`config.mk`:
```
export PLATFORM = sky130hd
export DESIGN_NAME = mul_shared
export DESIGN_NICKNAME = d
export VERILOG_FILES = /design/src/rtl/mul_shared.sv
export SDC_FILE = /design/constraint.sdc
export NUM_CORES = 1
export LEC_CHECK = 0
export BUFFER_PORTS_ARGS = -buffer_cell sky130_fd_sc_hd__buf_2
export CORE_MARGIN = 4
export CORE_UTILIZATION = 53
export DETAILED_ROUTE_END_ITERATION = 10
export PLACE_DENSITY = 0.85
export SLEW_MARGIN = 30
export SYNTH_ARGS = -nofsm -noshare
export SYNTH_HDL_FRONTEND = slang
export SYNTH_SLANG_ARGS = --single-unit
```
`constraint.sdc`:
```
create_clock -name clk_i -period 4.65 [get_ports clk_i]
set_input_delay 0.6975 -clock clk_i [delete_from_list [all_inputs] [get_ports clk_i]]
set_output_delay 0.6975 -clock clk_i [all_outputs]
set_load 0.05 [all_outputs]
```
`src/rtl/mul_shared.sv`:
```
// Purpose : one shift-add multiplier engine shared by two start/busy clients, round-robin arbitrated.
// Latency : uncontended busy_o lasts W+1 cycles (1 grant cycle + W iterations); a queued client waits one extra job.
// Backpres: start is only sampled while busy_o=0; an accepted request is held pending until the engine frees up.
//
// Ports:
//   clk_i, rst_i                  clock, synchronous active-high reset
//   cN_a_bi, cN_b_bi   [W-1:0]    client N operands, latched when a start is accepted
//   cN_start_i                    client N request strobe (ignored while cN_busy_o=1)
//   cN_busy_o                     client N request accepted, result not yet written
//   cN_y_bo          [2*W-1:0]    client N product, held until that client's next completion
//
// Build option: define MUL_SHARED_EARLY_EXIT_EN to finish as soon as the remaining
// multiplier is zero (1..W iterations instead of always W). Products are identical.
module mul_shared #(
    parameter int W = 8
) (
    input  logic           clk_i,
    input  logic           rst_i,
    input  logic [W-1:0]   c0_a_bi,
    input  logic [W-1:0]   c0_b_bi,
    input  logic           c0_start_i,
    output logic           c0_busy_o,
    output logic [2*W-1:0] c0_y_bo,
    input  logic [W-1:0]   c1_a_bi,
    input  logic [W-1:0]   c1_b_bi,
    input  logic           c1_start_i,
    output logic           c1_busy_o,
    output logic [2*W-1:0] c1_y_bo
);

    localparam int CW = $clog2(W + 1);

    typedef enum logic {
        S_IDLE = 1'b0,
        S_MUL  = 1'b1
    } state_t;

    state_t state, state_nxt;

    // Per-client request side, index 0 = client 0, index 1 = client 1.
    logic [1:0][W-1:0]   a_in, b_in;
    logic [1:0]          start;
    logic [1:0][W-1:0]   a_lat, b_lat;
    logic [1:0]          busy;
    logic [1:0]          pend;       // accepted but not yet handed to the engine
    logic [1:0][2*W-1:0] y_q;

    // Shared engine.
    logic                gnt;        // client currently owning the engine
    logic                last;       // winner of the most recent contested grant
    logic                gnt_sel;
    logic                grant_fire;
    logic                done;
    logic                last_iter;
    logic [2*W-1:0]      mcand;
    logic [W-1:0]        mplier;
    logic [2*W-1:0]      acc;
    logic [2*W-1:0]      acc_nxt;
    logic [CW-1:0]       cnt;

    assign a_in  = {c1_a_bi, c0_a_bi};
    assign b_in  = {c1_b_bi, c0_b_bi};
    assign start = {c1_start_i, c0_start_i};

    assign c0_busy_o = busy[0];
    assign c1_busy_o = busy[1];
    assign c0_y_bo   = y_q[0];
    assign c1_y_bo   = y_q[1];

    // Tie goes to the client that lost the previous contest; otherwise the lone requester.
    always_comb begin
        gnt_sel = 1'b0;
        if (pend == 2'b11) begin
            gnt_sel = ~last;
        end else begin
            gnt_sel = pend[1];
        end
    end

    assign acc_nxt = acc + (mplier[0] ? mcand : '0);

`ifdef MUL_SHARED_EARLY_EXIT_EN
    // Stop once the multiplier bits still to be consumed after this step are all zero.
    assign last_iter = (cnt == CW'(W - 1)) || ((mplier >> 1) == '0);
`else
    assign last_iter = (cnt == CW'(W - 1));
`endif

    always_ff @(posedge clk_i) begin
        if (rst_i) begin
            state <= S_IDLE;
        end else begin
            state <= state_nxt;
        end
    end

    always_comb begin
        state_nxt  = state;
        grant_fire = 1'b0;
        done       = 1'b0;
        case (state)
            S_IDLE: begin
                if (|pend) begin
                    state_nxt  = S_MUL;
                    grant_fire = 1'b1;
                end
            end
            S_MUL: begin
                if (last_iter) begin
                    state_nxt = S_IDLE;
                    done      = 1'b1;
                end
            end
            default: state_nxt = S_IDLE;
        endcase
    end

    always_ff @(posedge clk_i) begin
        if (rst_i) begin
            busy   <= '0;
            pend   <= '0;
            a_lat  <= '0;
            b_lat  <= '0;
            y_q    <= '0;
            last   <= 1'b1;
            gnt    <= 1'b0;
            mcand  <= '0;
            mplier <= '0;
            acc    <= '0;
            cnt    <= '0;
        end else begin
            // Request capture: only an idle client can be accepted, so a client
            // being granted or completing below is never written here on the same edge.
            for (int i = 0; i < 2; i++) begin
                if (start[i] && !busy[i]) begin
                    busy[i]  <= 1'b1;
                    pend[i]  <= 1'b1;
                    a_lat[i] <= a_in[i];
                    b_lat[i] <= b_in[i];
                end
            end

            if (grant_fire) begin
                pend[gnt_sel] <= 1'b0;
                gnt           <= gnt_sel;
                if (pend == 2'b11) begin
                    last <= gnt_sel;
                end
                mcand  <= {{W{1'b0}}, a_lat[gnt_sel]};
                mplier <= b_lat[gnt_sel];
                acc    <= '0;
                cnt    <= '0;
            end

            if (state == S_MUL) begin
                acc    <= acc_nxt;
                mcand  <= mcand << 1;
                mplier <= mplier >> 1;
                cnt    <= cnt + CW'(1);
                if (done) begin
                    y_q[gnt]  <= acc_nxt;
                    busy[gnt] <= 1'b0;
                end
            end
        end
    end

endmodule

```
Word-level counts from Yosys, hierarchy flattened
Index checks and enable logic that the tools add are counted.
{"block": "totals", "register_bits": 115, "inputBits": 36, "out_inout_bits": 34, "wordCells": 80}
{"block": "classes", "n_addsub": 2, "magnitude_cmp": 4, "n_eq_ne": 2, "n_mux": 38, "n_bitwise": 6, "reduce_logical": 11}
{"op": "$mux W16", "n": 6}
{"op": "$bwmux W32", "n": 1}
{"op": "$mux W8", "n": 4}
{"op": "$add A16 B16 Y16", "n": 1}
{"op": "$demux W16 S1", "n": 1}
{"op": "$mux W1", "n": 16}
{"op": "$mux W7", "n": 2}
{"op": "$mux W4", "n": 2}
{"op": "$mux W2", "n": 3}
{"op": "$add A4 B1 Y4 const B", "n": 1}
{"op": "$and A2 B2 Y2", "n": 2}
{"op": "$eq A4 B3 Y1 const B", "n": 1}
{"op": "$logic_and A1 B1 Y1", "n": 4}
{"op": "$lt A1 B2 Y1 const B", "n": 2}
{"op": "$not A2 Y2", "n": 2}
{"op": "$reduce_and A2 Y1", "n": 2}
{"op": "$reduce_or A2 Y1", "n": 2}
{"op": "$demux W1 S1", "n": 2}
{"op": "$eq A2 B2 Y1 const B", "n": 1}
{"op": "$ge A1 B1 Y1 const B", "n": 2}
{"op": "$logic_not A1 Y1", "n": 2}
{"op": "$not A1 Y1", "n": 2}
{"op": "$pmux W1 S2", "n": 1}
{"op": "$reduce_bool A2 Y1", "n": 1}

Longest topological paths before layout
Gate-level depths: netlist of run 1.
{"block": "depth", "ltp_word": 9, "depth_mapped": 9, "ltp_nobuf": 8}

Least setup slack after synthesis of run 1
Ideal clock, no wire load.
{"block": "synth_path", "kind": "flip-flop to flip-flop", "from": "register mplier[0]", "to": "register acc[10]", "setup_ps": 117, "arrival_time_ps": 2240, "required_time_ps": 4533, "slack_ps": 2293, "path_stages_with_launch": 9, "path_cell_list": "dfxtp_1 > and2_1 > ha_1 > fa_1 > a211oi_2 > o21ai_2 > or4_1 > and4_4 > a22o_1"}
{"block": "synth_between", "elab_chain_cells": 3}
{"item": "from (decl)", "line_no": "56", "text": "logic [W-1:0] mplier;"}
{"item": "from (signal assigned)", "line_no": "150", "text": "mplier <= b_lat[gnt_sel];"}
{"item": "from (signal assigned)", "line_no": "158", "text": "mplier <= mplier >> 1;"}
{"item": "$mux W16", "line_no": "80", "text": "assign acc_nxt = acc + (mplier[0] ? mcand : '0);"}
{"item": "$add A16 B16 Y16", "line_no": "80"}
{"item": "$mux W16", "line_no": "155", "text": "if (state == S_MUL) begin"}
{"item": "to (signal assigned)", "line_no": "156", "text": "acc <= acc_nxt;"}
{"item": "to (decl)", "line_no": "57", "text": "logic [2*W-1:0] acc;"}
No other way between the ends.
A chain may end at the register's enable or synchronous reset.

Worst setup path in the final report of run 1
Same ends and word-level chain as after synthesis.

==> results.md, run 1 <==
Floorplanning
• starting density of the core: 55.1%
• x dimension of the die: 109 um
• Site Rows: 36
• Die Height: 109 um
• area of the core: 9860 um^2
• count of boundary I/O pins: 70
• DIE AREA: 11900 um^2

Clocking
• Post-CTS Setup Bufs: 0
• # hold bufs at CTS: 0
• CTS clk-pin slew, worst paths: 0.06 ns
• total number of clock tree sinks: 115
• CTS Buffer Depth: 2
• CTS tree: built
• clock latency at the later pin of the worst-skew pair: 0.53 ns
• count of H-tree levels built during CTS: 4
• number of resized instances in the post-cts repair step: 0
• clock tree root driver cell: clkbuf_8
• number of clock buffers inserted by TritonCTS: 17

Logic synthesis
• post-synthesis xor/xnor area fraction: 1.13%
• main combinational cell family by area after synthesis: compound AO/OA/AOI/OAI gates
• number of register bits inferred by synthesis: 115
• post-synthesis cell type with the largest combined area: dfxtp_1
• cell area after synthesis: 5440 um^2
• Mapped Cells: 654
• async set-reset flop share out of synthesis: 0%
• average cell area after synthesis: 8.31 um^2
• EDFF count, synth: 0
• portion of synthesized cell area occupied by the leading cell type: 42.3%
• synth warn: 0
• multiplexer share of the synthesized area: 0.184%
• compound-gate portion of the synthesized area: 25.5%
• top-count cell post-synth: nand2_1
• arithmetic-cell share of the synthesized area counting full adders, half adders and majority gates: 4.05%
• leading post-synthesis cells by cell area: dfxtp_1 42%, nand2_1 8.5%, a21oi_1 7.2%, ha_1 3.7%, nor2_1 3.2%
• top cells by instance count after synthesis: 123 x nand2_1, 115 x dfxtp_1, 78 x a21oi_1, 46 x nor2_1, 32 x clkbuf_1
• synthesized net count: 707
• proportion of synthesized chip area in sequential cells: 42.3%
• number of distinct standard cells referenced by the synthesized netlist: 64
• predominant post-synthesis flop cell: dfxtp_1
• Post-Synth Simple-Gate Area: 22.8%

Placed design
• cell total after placement: 814
• PortBufs: 69
• GPL Wtd Cong: 0.957
• sum of net half-perimeters after detailed placement: 9930 um

Worst hold path
• origin of the worst min-delay path: c1_b_bi[1]
• class of the most critical hold timing path: in -> reg

Worst setup path
• FF-to-FF setup slack: 1.94 ns
• CP arrival: 3.13 ns
• Critical path origin: mplier[0]$_SDFFE_PP0P_
• delay contributed by the slowest stage of the critical path: 0.48 ns
• worst path required time: 5.07 ns
• endpoint type of the worst setup path: flip-flop
• kind of start point of the critical path: flip-flop
• Critical Path Slowest Stage Cell: or4_1
• depth of the worst register-to-register path: 8
• critical path fanouts, max: 17
• cell-by-cell listing of the critical path: and2_1, ha_1, fa_1, a211oi_2, o21ai_2, or4_1, and4_4, a22o_1
• crit path kind: reg -> reg
• worst setup path end: acc[10]$_SDFFE_PP0P_
• launch point of the worst reg-to-reg path: mplier[0]$_SDFFE_PP0P_
• R2R Path End: acc[10]$_SDFFE_PP0P_

Timing
• sum of negative setup slack: 0 ns
• number of endpoints with negative hold slack in the final report: 0
• worst-margin pin slew: 0.988 ns
• Slew headroom: 34.1%
• worst hold margin: 0.406 ns
• portion of the clock cycle consumed by the worst path in the final layout: 58.2%
• achievable clock frequency: 369 MHz
• number of slew-limit violations in the final report: 0
• clock tree skew after final layout: 0.00584 ns
• setup repair after global routing missed its margin: false
• min Tclk post-route: 2.71 ns
• Final setup violation count: 0

GRT
• GR met3 Demand/Resource: 4.82%
• Global Route met2 Usage: 42.9%
• busiest metal layer after global routing: met2
• met1 Track Usage GR: 30.4%
• Total GRT Usage: 25.3%
• vias in the first global route: 4932
• pin count of the biggest net entering global routing: 78
• first-pass GRT wire length: 23900 um
• Remaining Overflow, GRT: 0
• antenna violations before repair: 0

Finish
• layout overhead on the synthesized area: 17.3%
• antenna cells: 0
• final-layout fill cell count: 808
• fraction of final layout cells with drive strength greater than 1: 17.5%
• final-stage net count: 753
• Finished Layout Cells: 846

Power and ir drop
• sequential fraction of design power: 42.0%
• proportion of total power due to net switching: 25.4%
• internal power contribution: 1860 uW
• clock power share: 51.0%
• total net switching power: 632 uW
• power density cells: 390 nW/um^2
• Leakage: 0.00252 uW
• share of power burned in combinational logic: 7.0%
• worst supply voltage drop on vdd: 0.281 mV

Drt
• antenna-violating nets left: 0
• DR iter-0 viols: 519
• number of DRC violations after detailed routing: 0
• number of vias in the routed layout: 5123
• routed wire length: 14500 um
• wire length per cell: 17.2 um
• number of iterations in the first detailed-routing pass: 8
• detailed-route vias per instance: 6.06

Outcome
• run status: complete, no violations

Run
• max-cap violations: 0

## area by class of cell
class | instances | area, um^2 | area share, %
clock buffers | 18 | 428 | 6.71
clock inverters | 14 | 150 | 2.35
flip-flops and latches | 115 | 2300 | 36.1
repair buffers | 73 | 378 | 5.93
multi-input cells | 488 | 2930 | 46.0
well taps | 133 | 166 | 2.61
inverters | 5 | 18.8 | 0.294
## placed cells by master (no fill, tap or decap), drive strengths merged, types with 11 or more instances in the layout
cell type | synthesis | routed
and2 | 19 | 19
clkbuf | 32 | 18
a21oi | 80 | 80
buf | 14 | 73
nand2 | 123 | 123
dfxtp | 115 | 115
nor3 | 16 | 16
a22oi | 15 | 15
ha | 16 | 16
o21ai | 22 | 22
nor2 | 47 | 47
a211oi | 11 | 11
## how the worst min path moves through the flow
stage | to | slack [ns] | depth (start not counted)
2_1_floorplan | mplier[0]$_SDFFE_PP0P_ | 0.43 | 2
3_3_place_gp | c1_y_bo[5]$_SDFFE_PP0P_ | 0.44 | 2
3_5_place_dp | c0_y_bo[1]$_SDFFE_PP0P_ | 0.44 | 2
4_1_cts | a_lat[4]$_SDFFE_PP0P_ | 0.40 | 3
5_1_grt | b_lat[9]$_SDFFE_PP0P_ | 0.41 | 3
6_report | b_lat[9]$_SDFFE_PP0P_ | 0.41 | 3
## state kept, by name (all words and copies together), names as in the netlist
register / flops
state: 1
busy: 2
cnt: 4
c0_y_bo: 16
mplier: 8
c1_y_bo: 16
pend: 2
last: 1
gnt: 1
b_lat: 16
mcand: 16
a_lat: 16
acc: 16
## critical path, delay by kind of cell, from the launching register on
kind                     cells  cell delay (ns)
AND/OR/NAND/NOR              3             0.89
adder cells (fa/ha/maj)      2             0.68
AO/OA/AOI/OAI                3             0.58
flip-flops                   1             0.45
## power groups by stage
stage	clock (uW)	combinational, uW	sequential (uW)
final	1270	174	1050
after global placement	0	163	1060
after global routing	1320	193	1050
after floorplan	0	123	1060
after detailed placement	0	169	1070
after CTS	1280	171	1040
## logic make-up after synthesis
logic type	after synthesis
simple gates	263
compound gates	200
flops	115
buf+inv	51
fa+ha+maj	17
xor+xnor	7
mux	1
## layer usage
metal / part of all wire, % / wire [um]
met1: 40 / 5770
met2: 50 / 7300
met3: 6.7 / 972
met4: 3.2 / 468
met5: 0 / 0
## stage by stage
step / worst slack [ns] / util [%] / area [um^2] / power [uW]
after floorplan: 2.29 / - / 5440 / 1180
after global placement: 2.04 / 58.7 / 5790 / 1230
after detailed placement: 1.99 / 58.7 / 5790 / 1230
after CTS: 1.96 / 64.6 / 6370 / 2490
after global routing: 1.82 / 64.6 / 6380 / 2560
final: 1.94 / 64.6 / 6380 / 2490
Note: power is estimated with default switching activity, not from simulation.
==> run 2: changes to the inputs <==
- ABC_AREA: not set -> 1
- clock period: 4.65 -> 2.6 ns (I/O delays scaled with it)
==> results.md, run 2 <==
Placed design
• PortBufs: 69
• GPL Wtd Cong: 0.964
• sum of net half-perimeters after detailed placement: 8590 um

GRT
• Total GRT Usage: 23.0%
• Remaining Overflow, GRT: 0
• pin count of the biggest net entering global routing: 60
• vias in the first global route: 4835
• antenna violations before repair: 0
• first-pass GRT wire length: 21700 um

Floorplanning
• Site Rows: 36
• x dimension of the die: 110 um
• area of the core: 9910 um^2
• DIE AREA: 12000 um^2
• count of boundary I/O pins: 70
• starting density of the core: 55.2%
• Die Height: 110 um

Clocking
• number of clock buffers inserted by TritonCTS: 17
• count of H-tree levels built during CTS: 4
• # hold bufs at CTS: 0
• clock latency at the later pin of the worst-skew pair: 0.53 ns
• total number of clock tree sinks: 115
• CTS clk-pin slew, worst paths: 0.06 ns
• Post-CTS Setup Bufs: 0
• CTS tree: built
• number of resized instances in the post-cts repair step: 0
• CTS Buffer Depth: 2
• clock tree root driver cell: clkbuf_8

Power and ir drop
• internal power contribution: 3540 uW
• proportion of total power due to net switching: 23.6%
• worst supply voltage drop on vdd: 0.430 mV
• share of power burned in combinational logic: 7.5%
• Total Power Consumption: 4630 uW
• total net switching power: 1090 uW
• Leakage: 0.00329 uW
• sequential fraction of design power: 41.0%
• clock power share: 51.5%
• power density cells: 717 nW/um^2

Worst setup path
• kind of start point of the critical path: flip-flop
• depth of the worst register-to-register path: 11
• crit path kind: reg -> reg
• CP arrival: 2.67 ns
• launch point of the worst reg-to-reg path: mplier[0]$_SDFFE_PP0P_
• endpoint type of the worst setup path: flip-flop
• Top cell by count, worst path: nand2_1
• critical path fanouts, max: 17
• delay contributed by the slowest stage of the critical path: 0.48 ns
• Critical Path Slowest Stage Cell: dfxtp_1
• cell-by-cell listing of the critical path: nand2_1, inv_1, ha_1, fa_1, nand3_1, nand2_1, nand2_1, nand2_1, xor2_1, nand2_1, a21oi_1
• FF-to-FF setup slack: 0.38 ns
• worst path required time: 3.05 ns
• R2R Path End: acc[8]$_SDFFE_PP0P_

Logic synthesis
• main combinational cell family by area after synthesis: simple AND/OR/NAND/NOR gates
• async set-reset flop share out of synthesis: 0%
• predominant post-synthesis flop cell: dfxtp_1
• post-synthesis xor/xnor area fraction: 1.28%
• Post-Synth Simple-Gate Area: 27.1%
• portion of synthesized cell area occupied by the leading cell type: 42.1%
• post-synthesis cell type with the largest combined area: dfxtp_1
• multiplexer share of the synthesized area: 0%
• top-count cell post-synth: nand2_1
• leading post-synthesis cells by cell area: dfxtp_1 42%, nand2_1 13%, nor2_1 8.7%, inv_1 6.5%, a21oi_1 5.5%
• arithmetic-cell share of the synthesized area counting full adders, half adders and majority gates: 4.03%
• synthesized net count: 843
• synth warn: 0
• average cell area after synthesis: 6.92 um^2
• Mapped Cells: 790
• compound-gate portion of the synthesized area: 15.0%
• number of register bits inferred by synthesis: 115
• top cells by instance count after synthesis: 186 x nand2_1, 127 x nor2_1, 115 x dfxtp_1, 94 x inv_1, 60 x a21oi_1
• number of distinct standard cells referenced by the synthesized netlist: 38
• cell area after synthesis: 5470 um^2
• EDFF count, synth: 0
• proportion of synthesized chip area in sequential cells: 42.1%

Worst hold path
• class of the most critical hold timing path: in -> reg
• number of cells on the worst hold path: 3
• Min-Delay Endpoint: a_lat[5]$_SDFFE_PP0P_
• origin of the worst min-delay path: c0_a_bi[5]

Outcome
• run status: complete, no violations

Drt
• number of iterations in the first detailed-routing pass: 5
• number of DRC violations after detailed routing: 0
• number of vias in the routed layout: 5062
• DR iter-0 viols: 323
• wire length per cell: 13.1 um
• detailed-route vias per instance: 5.08
• antenna-violating nets left: 0
• routed wire length: 13100 um

Run
• max-cap violations: 0

Timing
• sum of negative setup slack: 0 ns
• clock tree skew after final layout: 0.00519 ns
• portion of the clock cycle consumed by the worst path in the final layout: 85.5%
• achievable clock frequency: 450 MHz
• number of endpoints with negative hold slack in the final report: 0
• min Tclk post-route: 2.22 ns
• Final setup violation count: 0
• Slew headroom: 56.8%
• worst-margin pin slew: 0.649 ns
• number of slew-limit violations in the final report: 0
• setup repair after global routing missed its margin: false

Finish
• most used cells in the layout excluding fill and tap cells: 186 x nand2_1, 127 x nor2_1, 115 x dfxtp_1, 94 x inv_1, 69 x buf_2
• fraction of final layout cells with drive strength greater than 1: 14.6%
• antenna cells: 0
• layout overhead on the synthesized area: 18.2%
• most common cell after layout, fill and taps aside: nand2_1
• final-stage net count: 905

run 2: cell count changes after synthesis, moves of 15 or more:
cell,previous run,this run
a22oi_1,15,0
nor2_1,46,127
o21ai_0,18,49
clkbuf_1,32,16
o21ai_1,1,22
inv_1,5,94
a21oi_1,78,60
and2_1,18,0
nand3_1,6,33
nand2_1,123,186
run 2: cells by family (layout without fill, tap and decap cells):
group,Yosys count,count (layout)
AOI/OAI and AO/OA,150,150
xor gates and xnor gates,8,8
adders and majority gates,17,17
buffers and inverters,137,210
DFF,115,115
and+or+nand+nor,363,363
run 2: metal layers:
metal	vias up	routed length, um	global-route usage (%)	part of all wire [%]
li1	2609	-	-	-
met1	2270	5630	27.5	43
met2	149	6350	39.6	49
met3	34	779	5.11	6.0
met4	0	317	9.97	2.4
met5	-	0	0	0
run 2: worst max-delay path, delay by kind of cell, from the launching register on:
family | cells | cell delay (ns)
AO/OA/AOI/OAI | 1 | 0.14
XOR/XNOR | 1 | 0.28
adder cells (fa/ha/maj) | 2 | 0.62
buffers and inverters | 1 | 0.05
flip-flops | 1 | 0.48
AND/OR/NAND/NOR | 6 | 0.59
run 2: power by group through the flow:
stage | clock (uW) | combinational, uW | sequential (uW)
after detailed placement | 0 | 342 | 1930
after CTS | 2400 | 348 | 1900
after global routing | 2490 | 392 | 1910
final | 2390 | 347 | 1900
after global placement | 0 | 336 | 1930
after floorplan | 0 | 268 | 1920
run 2: final cells by class:
type                       instances  area, um^2
clock buffer                      21         449
clock inverter                     9         155
fill                             898        3450
inverter                         106         400
multi-input combinational        538        2590
sequential                       115        2300
tap                              133         166
timing repair buffer              74         395
run 2: how the worst max path moves through the flow:
| stage | start | endpoint | slack, ns | depth (start not counted) |
|---|---|---|---|---|
| after floorplan | mplier[0]$_SDFFE_PP0P_ | c0_y_bo[15]$_SDFFE_PP0P_ | 0.67 | 15 |
| after global placement | mplier[0]$_SDFFE_PP0P_ | acc[8]$_SDFFE_PP0P_ | 0.50 | 11 |
| after detailed placement | mplier[0]$_SDFFE_PP0P_ | c0_y_bo[12]$_SDFFE_PP0P_ | 0.44 | 14 |
| after CTS | mplier[0]$_SDFFE_PP0P_ | acc[8]$_SDFFE_PP0P_ | 0.39 | 11 |
| after global routing | mplier[0]$_SDFFE_PP0P_ | c1_y_bo[15]$_SDFFE_PP0P_ | 0.10 | 13 |
| final | mplier[0]$_SDFFE_PP0P_ | acc[8]$_SDFFE_PP0P_ | 0.38 | 11 |
run 2: metrics by stage:
step	setup WS, ns	std cells	instance area (um^2)	util [%]	hold WS (ns)
after floorplan	0.666	790	5470	-	0.425
after global placement	0.503	966	5850	59.1	0.442
after detailed placement	0.441	966	5850	59.1	0.445
after CTS	0.387	996	6460	65.2	0.0769
after global routing	0.100	996	6460	65.2	0.0866
final	0.378	996	6460	65.2	0.0817
==> run 3: changes to the inputs <==
--- a/config.mk
+++ b/config.mk
@@ -10,5 +10,5 @@
 export CORE_MARGIN = 4
-export CORE_UTILIZATION = 53
+export CORE_UTILIZATION = 40
 export DETAILED_ROUTE_END_ITERATION = 10
-export PLACE_DENSITY = 0.85
+export PLACE_DENSITY = 0.7
 export SLEW_MARGIN = 30
==> constraint.sdc (replaced) <==
create_clock -name clk_i -period 2.6 [get_ports clk_i]
set_input_delay 0.65 -clock clk_i [delete_from_list [all_inputs] [get_ports clk_i]]
set_output_delay 0.65 -clock clk_i [all_outputs]
set_load 0.05 [all_outputs]
==> results.md, run 3 (synthesized netlist as in run 2, its figures left out) <==
Timing
• min Tclk post-route: 2.28 ns
• Final setup violation count: 0
• worst-margin pin slew: 0.650 ns
• Slew headroom: 56.6%
• worst hold margin: 0.449 ns
• clock tree skew after final layout: 0.0128 ns
• setup repair after global routing missed its margin: false
• portion of the clock cycle consumed by the worst path in the final layout: 87.8%
• sum of negative setup slack: 0 ns
• number of endpoints with negative hold slack in the final report: 0
• number of slew-limit violations in the final report: 0
• achievable clock frequency: 438 MHz

GRT
• Total GRT Usage: 17.2%
• pin count of the biggest net entering global routing: 60
• vias in the first global route: 4730
• Remaining Overflow, GRT: 0
• first-pass GRT wire length: 22200 um
• antenna violations before repair: 0

Clocking
• Post-CTS Setup Bufs: 0
• number of clock buffers inserted by TritonCTS: 17
• count of H-tree levels built during CTS: 4
• clock latency at the later pin of the worst-skew pair: 0.42 ns
• # hold bufs at CTS: 0
• total number of clock tree sinks: 115
• CTS Buffer Depth: 2
• clock tree root driver cell: clkbuf_16
• number of resized instances in the post-cts repair step: 0
• CTS clk-pin slew, worst paths: 0.06 ns
• CTS tree: built

Power and ir drop
• worst supply voltage drop on vdd: 0.452 mV
• power density cells: 672 nW/um^2
• Total Power Consumption: 4320 uW
• Leakage: 0.00325 uW

Drt
• number of iterations in the first detailed-routing pass: 4
• antenna-violating nets left: 0
• wire length per cell: 12.5 um
• detailed-route vias per instance: 4.74
• number of DRC violations after detailed routing: 0
• routed wire length: 13000 um
• DR iter-0 viols: 315
• number of vias in the routed layout: 4941

Floorplanning
• DIE AREA: 15600 um^2
• count of boundary I/O pins: 70
• area of the core: 13300 um^2
• starting density of the core: 41.1%
• Site Rows: 42
• Die Height: 125 um
• x dimension of the die: 125 um

Worst setup path
• critical path fanouts, max: 17
• worst setup path end: c1_y_bo[14]$_SDFFE_PP0P_
• depth of the worst register-to-register path: 13
• worst path required time: 2.91 ns
• endpoint type of the worst setup path: flip-flop
• kind of start point of the critical path: flip-flop
• launch point of the worst reg-to-reg path: mplier[0]$_SDFFE_PP0P_
• FF-to-FF setup slack: 0.32 ns
• Critical path origin: mplier[0]$_SDFFE_PP0P_
• CP arrival: 2.59 ns
• R2R Path End: c1_y_bo[14]$_SDFFE_PP0P_
• crit path kind: reg -> reg

Finish
• final-stage net count: 906
• most common cell after layout, fill and taps aside: nand2_1
• antenna cells: 0
• layout overhead on the synthesized area: 17.8%
• most used cells in the layout excluding fill and tap cells: 186 x nand2_1, 127 x nor2_1, 115 x dfxtp_1, 94 x inv_1, 69 x buf_2
• fraction of final layout cells with drive strength greater than 1: 15.0%

Placed design
• GPL Wtd Cong: 0.858
• PortBufs: 69
• sum of net half-perimeters after detailed placement: 9050 um

Outcome
• run status: complete, no violations

Run
• max-cap violations: 0

Worst hold path
• class of the most critical hold timing path: reg -> reg

==> run 3: per-stage QoR <==
step | utilization, % | cell area [um^2] | instances | setup slack (ns)
floorplan | - | 5470 | 790 | 0.666
global placement | 44.4 | 5900 | 1010 | 0.430
detailed placement | 44.4 | 5900 | 1010 | 0.354
CTS | 48.4 | 6440 | 1042 | 0.322
global route | 48.4 | 6440 | 1042 | 0.00436
finish | 48.4 | 6440 | 1042 | 0.317
==> run 3: worst min path at each step <==
stage,start,to,slack (ns),cells past startpoint
5_1_grt,c0_a_bi[2],a_lat[2]$_SDFFE_PP0P_,0.46,3
6_report,b_lat[7]$_SDFFE_PP0P_,b_lat[7]$_SDFFE_PP0P_,0.45,2
3_5_place_dp,b_lat[7]$_SDFFE_PP0P_,b_lat[7]$_SDFFE_PP0P_,0.45,2
3_3_place_gp,b_lat[7]$_SDFFE_PP0P_,b_lat[7]$_SDFFE_PP0P_,0.44,2
2_1_floorplan,a_lat[0]$_SDFFE_PP0P_,a_lat[0]$_SDFFE_PP0P_,0.42,2
4_1_cts,c0_a_bi[2],a_lat[2]$_SDFFE_PP0P_,0.44,3
==> run 3: final cells by class <==
cell class              count  area [um^2]
multi-input cells         538         2590
clock buffers              18          429
fillers                  1335         6860
well taps                 176          220
flip-flops and latches    115         2300
repair buffers             75          390
clock inverters            14          106
inverters                 106          400
==> run 3: where the power goes <==
part           internal [uW]  switching, uW  total, uW  leakage [uW]
clock                   1220            858       2080      0.000253
sequential              1840           57.4       1900      0.000937
combinational            105            245        349       0.00206
==> run 3: critical path, cell delays in order (launching register included) <==
cell	delay [ns]
dfxtp_1	0.71
nand2_1	0.15
inv_1	0.12
ha_1	0.28
nand2_1	0.09
nand2_1	0.07
nand2_1	0.06
nand2_1	0.06
a21oi_1	0.21
nand2_1	0.10
nand2_1	0.09
nand3_1	0.10
nand2_1	0.09
inv_1	0.03
==> run 3: routing by layer <==
layer / track usage (%) / part of all wire [%] / up-vias
met5: 0 / 0 / -
met4: 5.74 / 1.4 / 0
met3: 3.95 / 4.7 / 13
met2: 28.9 / 46 / 91
met1: 21.7 / 48 / 2213
li1: - / - / 2624
